--- src/rtl/calc_entry_ctrl.sv ---
`default_nettype none
// ============================================================================
//  Module   : calc_entry_ctrl
//  Purpose  : Entry sequencer between the keypad scanner and the calculator
//             ALU. Converts key events into decimal operands and an operator,
//             launches one ALU operation per request (start/done handshake)
//             and holds the value to display.
//  Ports    : IN_clk, IN_rst_n        clock, synchronous active-low reset
//             IN_value, IN_key        scanner key code and key-held flag
//             OUT_alu_a/b/op/start    ALU operands, op code, launch pulse
//             IN_alu_done/result      ALU completion and result
//             OUT_disp                value to display
//             OUT_state               current sequencer state (debug/LEDs)
//             OUT_err                 sticky ALU-timeout flag
//  Revision : 1.0  initial release
// ============================================================================
module calc_entry_ctrl #(
    parameter int W       = 16,
    parameter int DIGITS  = 4,
    parameter int TIMEOUT = 255
) (
    input  logic         IN_clk,
    input  logic         IN_rst_n,
    input  logic [3:0]   IN_value,
    input  logic         IN_key,
    output logic [W-1:0] OUT_alu_a,
    output logic [W-1:0] OUT_alu_b,
    output logic [2:0]   OUT_alu_op,
    output logic         OUT_alu_start,
    input  logic         IN_alu_done,
    input  logic [W-1:0] IN_alu_result,
    output logic [W-1:0] OUT_disp,
    output logic [2:0]   OUT_state,
    output logic         OUT_err
);

    localparam int c_cnt_w = $clog2(DIGITS + 1);
    localparam int c_tmr_w = (TIMEOUT > 1) ? $clog2(TIMEOUT) : 1;

    typedef enum logic [2:0] {
        S_A    = 3'd0,
        S_OP   = 3'd1,
        S_B    = 3'd2,
        S_EXEC = 3'd3,
        S_RES  = 3'd4
    } state_t;

    // ------------------------------------------------------------------
    // Registers
    // ------------------------------------------------------------------
    state_t               r_state;
    logic                 r_key_d;
    logic [W-1:0]         r_a;
    logic [W-1:0]         r_b;
    logic [2:0]           r_op;
    logic [2:0]           r_pend_op;
    logic [c_cnt_w-1:0]   r_cnt;
    logic [W-1:0]         r_result;
    logic                 r_next_res;   // 1: EXEC returns to S_RES, 0: to S_OP
    logic [c_tmr_w-1:0]   r_timer;      // completed cycles in S_EXEC
    logic                 r_err;
    logic                 r_start;
    logic [W-1:0]         r_disp;

    // ------------------------------------------------------------------
    // Next-state wires
    // ------------------------------------------------------------------
    state_t               w_state_nxt;
    logic [W-1:0]         w_a_nxt;
    logic [W-1:0]         w_b_nxt;
    logic [2:0]           w_op_nxt;
    logic [2:0]           w_pend_op_nxt;
    logic [c_cnt_w-1:0]   w_cnt_nxt;
    logic [W-1:0]         w_result_nxt;
    logic                 w_next_res_nxt;
    logic [c_tmr_w-1:0]   w_timer_nxt;
    logic                 w_err_nxt;
    logic                 w_start_nxt;
    logic [W-1:0]         w_disp_nxt;

    // ------------------------------------------------------------------
    // Key decode
    // ------------------------------------------------------------------
    logic                 w_event;
    logic                 w_is_digit;
    logic                 w_is_op;
    logic                 w_is_eq;
    logic [2:0]           w_op_code;
    logic [W-1:0]         w_digit;
    logic                 w_cnt_full;
    logic                 w_done_ok;
    logic                 w_timed_out;

    // One event per press: only the low-to-high transition of the held flag.
    assign w_event    = IN_key & ~r_key_d;
    assign w_is_digit = (IN_value <= 4'd9);
    assign w_is_op    = (IN_value >= 4'd10) && (IN_value <= 4'd14);
    assign w_is_eq    = (IN_value == 4'd15);
    // Codes 10..14 map to 0..4; the low three bits minus two give that
    // mapping directly without carrying the unused upper bit.
    assign w_op_code  = IN_value[2:0] - 3'd2;
    assign w_digit    = W'(IN_value);
    assign w_cnt_full = (r_cnt >= c_cnt_w'(DIGITS));
    // Done is ignored in the start cycle so a stale done from the previous
    // operation cannot complete the new one.
    assign w_done_ok  = IN_alu_done && (r_timer != '0);
    assign w_timed_out = (r_timer == c_tmr_w'(TIMEOUT - 1));

    // X*10 + d using shifts, truncated to W bits.
    function automatic logic [W-1:0] f_acc(input logic [W-1:0] x, input logic [W-1:0] d);
        return (x << 3) + (x << 1) + d;
    endfunction

    // ------------------------------------------------------------------
    // Next-state and datapath logic
    // ------------------------------------------------------------------
    always_comb begin
        w_state_nxt    = r_state;
        w_a_nxt        = r_a;
        w_b_nxt        = r_b;
        w_op_nxt       = r_op;
        w_pend_op_nxt  = r_pend_op;
        w_cnt_nxt      = r_cnt;
        w_result_nxt   = r_result;
        w_next_res_nxt = r_next_res;
        w_timer_nxt    = r_timer;
        w_err_nxt      = r_err;
        w_start_nxt    = 1'b0;
        w_disp_nxt     = r_disp;

        unique case (r_state)
            S_A: begin
                if (w_event) begin
                    if (w_is_digit) begin
                        // Starting fresh entry clears a stale timeout flag.
                        w_err_nxt = 1'b0;
                        if (!w_cnt_full) begin
                            w_a_nxt   = f_acc(r_a, w_digit);
                            w_cnt_nxt = r_cnt + c_cnt_w'(1);
                        end
                    end else if (w_is_op) begin
                        w_op_nxt    = w_op_code;
                        w_state_nxt = S_OP;
                    end
                end
            end

            S_OP: begin
                if (w_event) begin
                    if (w_is_digit) begin
                        w_b_nxt     = w_digit;
                        w_cnt_nxt   = c_cnt_w'(1);
                        w_state_nxt = S_B;
                    end else if (w_is_op) begin
                        w_op_nxt = w_op_code;
                    end
                end
            end

            S_B: begin
                if (w_event) begin
                    if (w_is_digit) begin
                        if (!w_cnt_full) begin
                            w_b_nxt   = f_acc(r_b, w_digit);
                            w_cnt_nxt = r_cnt + c_cnt_w'(1);
                        end
                    end else if (w_is_eq) begin
                        w_next_res_nxt = 1'b1;
                        w_state_nxt    = S_EXEC;
                    end else if (w_is_op) begin
                        // Chained operator: current op runs first, the new
                        // one is applied to its result afterwards.
                        w_pend_op_nxt  = w_op_code;
                        w_next_res_nxt = 1'b0;
                        w_state_nxt    = S_EXEC;
                    end
                end
            end

            S_EXEC: begin
                w_timer_nxt = r_timer + c_tmr_w'(1);
                if (w_done_ok) begin
                    w_result_nxt = IN_alu_result;
                    if (r_next_res) begin
                        w_state_nxt = S_RES;
                    end else begin
                        w_a_nxt     = IN_alu_result;
                        w_op_nxt    = r_pend_op;
                        w_cnt_nxt   = '0;
                        w_state_nxt = S_OP;
                    end
                end else if (w_timed_out) begin
                    w_err_nxt   = 1'b1;
                    w_a_nxt     = '0;
                    w_b_nxt     = '0;
                    w_cnt_nxt   = '0;
                    w_state_nxt = S_A;
                end
            end

            S_RES: begin
                if (w_event) begin
                    if (w_is_digit) begin
                        w_a_nxt     = w_digit;
                        w_cnt_nxt   = c_cnt_w'(1);
                        w_err_nxt   = 1'b0;
                        w_state_nxt = S_A;
                    end else if (w_is_op) begin
                        w_a_nxt     = r_result;
                        w_op_nxt    = w_op_code;
                        w_cnt_nxt   = '0;
                        w_state_nxt = S_OP;
                    end else begin
                        // Repeat equals: previous result becomes A, B and
                        // op are reused.
                        w_a_nxt        = r_result;
                        w_next_res_nxt = 1'b1;
                        w_state_nxt    = S_EXEC;
                    end
                end
            end

            default: begin
                w_state_nxt = S_A;
            end
        endcase

        // Every entry into S_EXEC launches the ALU exactly once and restarts
        // the wait counter.
        if ((w_state_nxt == S_EXEC) && (r_state != S_EXEC)) begin
            w_start_nxt = 1'b1;
            w_timer_nxt = '0;
        end

        // Display follows the state being entered so it is valid one cycle
        // after the key event; during S_EXEC it keeps showing the old value.
        unique case (w_state_nxt)
            S_A, S_OP: w_disp_nxt = w_a_nxt;
            S_B:       w_disp_nxt = w_b_nxt;
            S_RES:     w_disp_nxt = w_result_nxt;
            default:   w_disp_nxt = r_disp;
        endcase
    end

    // ------------------------------------------------------------------
    // State register
    // ------------------------------------------------------------------
    always_ff @(posedge IN_clk) begin
        if (!IN_rst_n) begin
            r_state    <= S_A;
            r_key_d    <= 1'b0;
            r_a        <= '0;
            r_b        <= '0;
            r_op       <= '0;
            r_pend_op  <= '0;
            r_cnt      <= '0;
            r_result   <= '0;
            r_next_res <= 1'b0;
            r_timer    <= '0;
            r_err      <= 1'b0;
            r_start    <= 1'b0;
            r_disp     <= '0;
        end else begin
            r_state    <= w_state_nxt;
            r_key_d    <= IN_key;
            r_a        <= w_a_nxt;
            r_b        <= w_b_nxt;
            r_op       <= w_op_nxt;
            r_pend_op  <= w_pend_op_nxt;
            r_cnt      <= w_cnt_nxt;
            r_result   <= w_result_nxt;
            r_next_res <= w_next_res_nxt;
            r_timer    <= w_timer_nxt;
            r_err      <= w_err_nxt;
            r_start    <= w_start_nxt;
            r_disp     <= w_disp_nxt;
        end
    end

    // A, B and op are never written while in S_EXEC, so the operands stay
    // stable from the start pulse until done.
    assign OUT_alu_a     = r_a;
    assign OUT_alu_b     = r_b;
    assign OUT_alu_op    = r_op;
    assign OUT_alu_start = r_start;
    assign OUT_disp      = r_disp;
    assign OUT_state     = r_state;
    assign OUT_err       = r_err;

endmodule
`default_nettype wire
--- config.mk ---
export PLATFORM = sky130hd
export DESIGN_NAME = calc_entry_ctrl
export DESIGN_NICKNAME = d
export VERILOG_FILES = /design/src/rtl/calc_entry_ctrl.sv
export SDC_FILE = /design/constraint.sdc
export NUM_CORES = 1
export LEC_CHECK = 0
export ABC_CLOCK_PERIOD_IN_PS = 3700
export CORE_ASPECT_RATIO = 0.5
export CORE_MARGIN = 2
export CORE_UTILIZATION = 40
export CTS_CLUSTER_DIAMETER = 30
export DETAILED_ROUTE_END_ITERATION = 8
export MAX_ROUTING_LAYER = met4
export PLACE_DENSITY = 0.71
export SLEW_MARGIN = 20
export SYNTH_ARGS = -nofsm -noshare
export SYNTH_HDL_FRONTEND = slang
export SYNTH_SLANG_ARGS = --single-unit
--- constraint.sdc ---
create_clock -name IN_clk -period 3.7 [get_ports IN_clk]
set_input_delay 0.925 -clock IN_clk [delete_from_list [all_inputs] [get_ports IN_clk]]
set_output_delay 0.925 -clock IN_clk [all_outputs]
set_load 0.03 [all_outputs]
Word-level counts from Yosys, hierarchy flattened
Cells that the tools add are included.
- add/sub/neg operators: 7
- order comparisons: 4
- eq/ne operators: 34
- multiplexer cells: 68
- bitwise logic cells: 5
- reduce and logical (&&, ||, !) cells: 21
- operators by type and width (kind ; number):
    $mux 16 ; 17
    $pmux 16 s3 ; 3
    $mux 3 ; 29
    $add 16x16->16 ; 2
    $add 16x4->16 ; 2
    $ne 2x2->1 const B ; 13
    $pmux 3 s5 ; 1
    $eq 3x2->1 const B ; 4
    $mux 1 ; 12
    $ne 2x1->1 const B ; 6
    $ne 3x3->1 const B ; 4
    $pmux 3 s4 ; 1
    $reduce_and 10->1 ; 1
    $reduce_and 5->1 ; 2
    $add 8x1->8 const B ; 1
    $eq 8x8->1 const B ; 1
    $le 4x4->1 const B ; 2
    $reduce_bool 8->1 ; 1
    $reduce_or 2->1 ; 4
    $reduce_and 7->1 ; 1
    $eq 3x1->1 const B ; 2
    $eq 3x3->1 const B ; 2
    $logic_not 3->1 ; 2
    $pmux 3 s2 ; 1
    16 further kinds ; 25
- bits in registers: 88
- input bits: 24
- output and inout port bits: 56
- logic and storage cells: 152

Depth between registers and ports, before layout
Gate-level depths: netlist of run 1.
- depth in word-level cells: 10
- mapped depth: 12
- depth with buffers taken out: 11

Worst setup path after synthesis of run 1
OpenSTA, ideal clock, no wires.
- path kind: in2reg
- start point: input port IN_value[3]
- end point: register r_disp[10], in the netlist OUT_disp[10]
- arrival: 3216 ps
- data required time: 3640 ps
- path slack: 424 ps
- stages: 11
- buffers on the path: 0
- cell sequence: inv_1 > fa_1 > inv_1 > fa_1 > a211oi_1 > o21ai_0 > a31oi_1 > xnor2_1 > a22oi_1 > o2111ai_1 > o311a_1
- cells in the longest elaborated chain, start to end: 10
- RTL lines (item ; RTL line ; RTL):
    from (decl) ; 24 ; input logic [3:0] IN_value,
    $ge 4x4->1 / $le 4x4->1 (equally long branches) ; 97 ; assign w_is_op = (IN_value >= 4'd10) && (IN_value <= 4'd14);
    $logic_and 1x1->1 ; 97 ;
    $mux 3 ; 170 ; end else if (w_is_op) begin
    $mux 3 ; 167 ; end else if (w_is_eq) begin
    $mux 3 ; 162 ; if (w_is_digit) begin
    $mux 3 ; 161 ; if (w_event) begin
    $pmux 3 s5 ; 131 ; unique case (r_state)
    $eq 3x1->1 / $logic_not 3->1 (equally long branches) ; 237 ; unique case (w_state_nxt)
    $reduce_or 2->1 ; 237 ;
    $pmux 16 s3 / $reduce_bool 3->1 (equally long branches) ; -- ;
    to (signal assigned) ; 276 ; r_disp <= w_disp_nxt;
    to (decl) ; 63 ; logic [W-1:0] r_disp;
Several ways; a longest one is shown, not always the timed one.
A chain may end at the register's enable or synchronous reset.

Worst setup path in the final report of run 1
- start point: input port IN_value[2]
- end point: register r_disp[7], in the netlist OUT_disp[7]
The elaborated chain is that of the path after synthesis.

==> results of run 1 <==
## routing by layer
layer	GRT usage [%]	vias up	share of wire [%]
li1	-	3024	-
met1	38.3	3079	47
met2	38.4	320	42
met3	6.87	31	9.7
met4	5.94	0	1.3
met5	-	-	0
## worst max-delay path by stage
stage,from,to,cells after the start
after floorplan,IN_value[3],OUT_disp[10],11
after global placement,IN_value[3],OUT_disp[15],14
after detailed placement,IN_value[3],OUT_disp[15],11
after CTS,IN_value[3],OUT_disp[13],11
after global routing,IN_value[2],OUT_disp[14],15
final,IN_value[2],OUT_disp[7],11
## logic make-up after synthesis
family,after synthesis
adders and majority gates,62
xor gates and xnor gates,22
buffers and inverters,64
and+or+nand+nor,233
AOI/OAI and AO/OA,230
DFF,88
muxes,25
## cell usage in the layout (no fill, tap or decap), types with 12 or more instances in the layout
| cell type | instances |
|---|---|
| ha_1 | 57 |
| dfxtp_1 | 88 |
| nor2_1 | 79 |
| nor3_1 | 22 |
| inv_1 | 25 |
| and2_1 | 12 |
| mux2i_1 | 23 |
| o21ai_0 | 40 |
| nand2_1 | 40 |
| a21oi_1 | 41 |
| nand3_1 | 15 |
| clkdlybuf4s50_1 | 78 |
| buf_4 | 89 |
## report_power, final
part | leakage (nW) | switching (mW) | total (mW) | internal [mW]
logic | 2.51 | 0.246 | 0.438 | 0.192
registers | 0.711 | 0.0279 | 0.999 | 0.971
clock network | 0.139 | 0.410 | 0.954 | 0.545
## worst max-delay path, cell delays in order
cell             delay (ps)
clkdlybuf4s50_1         450
buf_4                   180
buf_4                   160
o21ai_0                 100
buf_4                   180
nor3_1                  920
buf_4                   310
a222oi_1                 90
o21ai_0                 170
o21ai_0                 200
a21oi_1                 180
## per-stage QoR
stage / hold WS (ps) / util [%] / power [mW] / cells
6_report: 481 / 54.8 / 2.39 / 1068
5_1_grt: 500 / 54.8 / 2.47 / 1068
4_1_cts: 480 / 54.3 / 2.39 / 1066
3_5_place_dp: 472 / 51.7 / 1.43 / 1047
3_3_place_gp: 461 / 51.7 / 1.43 / 1047
2_1_floorplan: 449 / - / 1.24 / 724
## registers in the layout, summed over array words and instances, names as in the netlist, 3 cells and up
signal and count:
r_cnt 3, r_pend_op 3, OUT_alu_b 16, OUT_disp 16, OUT_alu_op 3, r_result 16, OUT_state 3, r_timer 8
OUT_alu_a 16
## cell type report
type	instances	area, sq um
fill	1342	6610
multi-input combinational	572	4140
sequential	88	1760
timing repair buffer	169	1470
tap	198	248
clock buffer	12	246
inverter	25	93.8
clock inverter	4	53.8
## timing repair
item | in CTS | in global routing
gates cloned | 0 | 0
gates resized for setup | 11 | 14
setup buffers | 3 | 2
endpoints found under the setup margin | 4 | 13
pin swaps | 5 | 5
==> flow_metrics.py, run 1 <==
metrics = {
    "setup_path": {
        "cp.arrival_ps": 3880,
        "endpoint_kind": "flop",
        "reg2reg_to": "OUT_disp[5]",
        "path_class": "input pin to flop",
        "cp_max_fo": 8,
        "r2r_start": "OUT_state[0]",
        "reg2regPathDepth": 7,
        "regToRegSetupSlack_ps": 540,
        "cp.required_ps": 3980,
        "startpoint_type": "input pin",
    },
    "sta": {
        "max-slew-margin-rel_pct": 22.4,
        "skew_ps": 11.4,
        "drv_slew": 0,
        "setup_viol": 0,
        "period_share_pct": 97.3,
        "tightest_slew_ps": 1150,
        "setup_ws_ps": 101,
        "hold_viol_final": 0,
        "tns_ps": 0,
        "grt_setup_unrepaired": "no",
        "clock.fmax_ghz": 0.278,
        "min_period_ps": 3600,
    },
    "clock_tree": {
        "cts-root-buf": "clkbuf_16",
        "ctsHoldBuffers": 0,
        "worstSkewPairLatency_ps": 350,
        "cts.clk_slew.worst_paths_ps": 70,
        "numCtsBuffers": 9,
        "cts_sinks": 88,
        "htreeDepth": 3,
        "cts_tree": "done",
        "cts_max_path_buffers": 2,
    },
    "yosys": {
        "synthTopCellsByArea": "dfxtp_1 (29%), ha_1 (12%), nor2_1 (4.9%)",
        "yosysTopAreaCell": "dfxtp_1",
        "ys_ff_latch": 88,
        "synth_compound_gate_area_share_pct": 26.7,
        "synth-xor-area-share_pct": 3.18,
        "yosysMostFrequentCell": "dfxtp_1",
        "yosys-top-cells-count": "dfxtp_1 (88), nor2_1 (79), ha_1 (58)",
        "netlist.area_leader.share_pct": 29.1,
        "syn_avg_cell_area_sq_um": 8.36,
        "synth_fa_ha_area_share_pct": 13.3,
        "ys_types": 79,
        "syn_inst": 724,
        "syn_area_sq_um": 6050,
        "yosysWarnings": 0,
        "ys_seq_area_share_pct": 29.1,
        "synth_top_family_by_area": "compound AO/OA/AOI/OAI gates",
        "ys.flop_type": "dfxtp_1",
        "synth_edf_count": 0,
        "async_flop_share_pct": 0,
        "synth.net_count": 810,
        "synthMuxAreaShare_pct": 4.17,
        "synthSimpleGateAreaFrac_pct": 19.3,
    },
    "routing": {
        "wl_um": 21400,
        "drc": 0,
        "drt-initial-drc-count": 772,
        "viasPerCell": 6.04,
        "wire_per_inst_um": 20.1,
        "detail-route-antenna-nets": 0,
        "vias": 6454,
        "dr.pass1.iters": 6,
    },
    "placed_design": {
        "place.gp.congestion": 0.979,
        "io_buffers": 79,
        "dp.final_hpwl_um": 16100,
        "dpl_cell_area_sq_um": 7560,
        "detailedPlace.worstSlack_ps": -531,
    },
    "floorplan": {
        "core_sq_um": 14600,
        "initial_core_util_pct": 41.4,
        "rows": 31,
        "die_area_sq_um": 16200,
        "die_x_um": 178,
        "die_h_um": 91.0,
        "io_pins": 80,
    },
    "grt": {
        "grt_max_degree": 34,
        "antenna_found_initial": 0,
        "gr-total-overflow": 0,
        "grt_pass1_vias": 5974,
        "grt_pass1_wl_um": 33100,
        "grt_util_all_layers_pct": 27.0,
    },
    "final_layout": {
        "area_delta_synth_final_pct": 32.3,
        "drive_above_1_share_pct": 16.6,
        "nets": 951,
        "final_area_sq_um": 8010,
        "diodes": 0,
    },
    "power": {
        "power.leakage_nw": 3.36,
        "ir_drop_mv": 0.197,
        "power_density_nw_per_um2": 299,
    },
    "min_path": {
        "min_path_cells": 2,
        "hold_start": "r_timer[0]",
        "whs_endpoint": "r_timer[0]",
        "min-delay-path-class": "flop to flop",
    },
    "outcome": {
        "status": "completed",
    },
    "run": {
        "drv_cap": 0,
    },
}
Power figures use the tool's default switching activity.
==> inputs of run 2 (changes only) <==
--- a/config.mk
+++ b/config.mk
@@ -17,3 +17,4 @@
 export SYNTH_ARGS = -nofsm -noshare
 export SYNTH_HDL_FRONTEND = slang
 export SYNTH_SLANG_ARGS = --single-unit
+export TNS_END_PERCENT = 1
==> flow_metrics.py, run 2 (same netlist as run 1, synthesis figures left out) <==
metrics = {
    "floorplan": {
        "core_sq_um": 14600,
        "die_h_um": 91.0,
        "io_pins": 80,
        "initial_core_util_pct": 41.4,
        "die_x_um": 178,
        "rows": 31,
        "die_area_sq_um": 16200,
    },
    "setup_path": {
        "reg2reg_to": "OUT_disp[6]",
        "cp_max_fo": 7,
        "cp_slowest_cell": "or4b_2",
        "cp-startpoint": "IN_value[3]",
        "cp.required_ps": 3990,
        "cp_cell_sequence": "clkdlybuf4s50_1 > buf_4 > fa_1 > ha_1 > a211oi_2 > o21ai_2 > a31oi_1 > or4b_2 > o2111ai_1 > o2bb2ai_1 > o221a_1",
        "endpoint": "OUT_disp[13]",
        "reg2regPathDepth": 7,
        "cp.arrival_ps": 3930,
        "path_depth": 11,
        "cp_slowest_stage_delay_ps": 660,
        "regToRegSetupSlack_ps": 490,
        "startpoint_type": "input pin",
        "endpoint_kind": "flop",
        "path_class": "input pin to flop",
        "r2r_start": "OUT_state[0]",
        "crit_buf_inv": 2,
        "crit_family": "compound AO/OA/AOI/OAI gates",
    },
    "routing": {
        "vias": 6365,
        "wire_per_inst_um": 20.1,
        "dr.pass1.iters": 6,
        "drt-initial-drc-count": 805,
        "drc": 0,
        "wl_um": 21400,
        "viasPerCell": 5.97,
        "detail-route-antenna-nets": 0,
    },
    "clock_tree": {
        "cts-root-buf": "clkbuf_16",
        "numCtsBuffers": 9,
        "cts_max_path_buffers": 2,
        "ctsHoldBuffers": 0,
        "worstSkewPairLatency_ps": 350,
        "htreeDepth": 3,
        "cts.clk_slew.worst_paths_ps": 70,
        "cts_tree": "done",
        "cts_sinks": 88,
    },
    "sta": {
        "drv_slew": 0,
        "period_share_pct": 98.3,
        "tightest_slew_ps": 1150,
        "min_period_ps": 3640,
        "setup_ws_ps": 64.3,
        "max-slew-margin-rel_pct": 22.5,
        "whs_ps": 479,
        "clock.fmax_ghz": 0.275,
        "hold_viol_final": 0,
        "grt_setup_unrepaired": "yes",
        "setup_viol": 0,
        "skew_ps": 10.9,
    },
    "final_layout": {
        "drive_above_1_share_pct": 16.7,
        "nets": 949,
        "diodes": 0,
        "layout_common_cells": "dfxtp_1 (88), buf_4 (88), clkdlybuf4s50_1 (79), nor2_1 (78), ha_1 (56)",
        "area_delta_synth_final_pct": 32.3,
        "fill_cells": 1337,
    },
    "grt": {
        "antenna_found_initial": 0,
        "grt_pass1_wl_um": 33100,
        "grt_max_degree": 34,
        "gr-total-overflow": 0,
        "grt_util_all_layers_pct": 27.0,
        "grt_pass1_vias": 5954,
    },
    "placed_design": {
        "io_buffers": 79,
        "dp.final_hpwl_um": 16100,
        "place.gp.congestion": 0.979,
        "detailedPlace.worstSlack_ps": -531,
    },
    "min_path": {
        "min-delay-path-class": "flop to flop",
    },
    "power": {
        "p_total_mw": 2.39,
        "ir_drop_mv": 0.197,
        "power.leakage_nw": 3.34,
        "power_density_nw_per_um2": 299,
    },
    "run": {
        "drv_cap": 0,
    },
    "outcome": {
        "status": "completed",
    },
}
[run 2: metal layers]
| metal | wire (um) | global-route usage (%) | up-vias |
|---|---|---|---|
| li1 | - | - | 3016 |
| met4 | 244 | 5.94 | 0 |
| met1 | 10300 | 38.2 | 3056 |
| met5 | 0 | - | - |
| met3 | 1880 | 6.87 | 25 |
| met2 | 9060 | 38.3 | 268 |
[run 2: what timing repair did]
item / in CTS / in global routing
buffers inserted: 2 / 1
endpoints found under the setup margin: 4 / 13
pin swaps: 3 / 4
resized for setup: 11 / 16
cloned: 0 / 0
[run 2: worst register-to-register path: stages (launching register included)]
cell      delay, ps
dfxtp_1         770
and3b_1         700
o211ai_2        320
o22a_1          290
buf_4           230
nand2_1         330
o22ai_1         210
o221a_2         260
[run 2: worst min path at each step]
stage / startpoint / to / slack [ps] / cells after the start
4_1_cts: r_timer[0] / r_timer[0] / 480 / 2
5_1_grt: r_timer[0] / r_timer[0] / 500 / 2
3_5_place_dp: r_timer[0] / r_timer[0] / 470 / 2
6_report: r_timer[0] / r_timer[0] / 480 / 2
2_1_floorplan: r_cnt[1] / r_cnt[1] / 450 / 2
3_3_place_gp: r_cnt[1] / r_cnt[1] / 460 / 2
[run 2: stage by stage]
stage	cell area, sq um	setup TNS [ps]	instances	utilization [%]
2_1_floorplan	6050	0	724	-
5_1_grt	8010	-225	1066	54.8
6_report	8010	0	1066	54.8
3_3_place_gp	7560	-5070	1047	51.7
4_1_cts	7930	-7.47	1065	54.2
3_5_place_dp	7560	-6480	1047	51.7
[run 2: report_power, final]
part	switching, mW	internal (mW)	total, mW
logic	0.245	0.193	0.438
registers	0.0281	0.971	0.999
clock network	0.411	0.545	0.956
total	0.684	1.71	2.39
[run 2: layout make-up]
type	instances	area, sq um	share of cell area [%]
multi-input cells	572	4150	51.9
flip-flops and latches	88	1760	22.0
repair buffers	167	1450	18.1
well taps	198	248	3.09
clock buffers	12	246	3.08
inverters	25	93.8	1.17
clock inverters	4	53.8	0.672
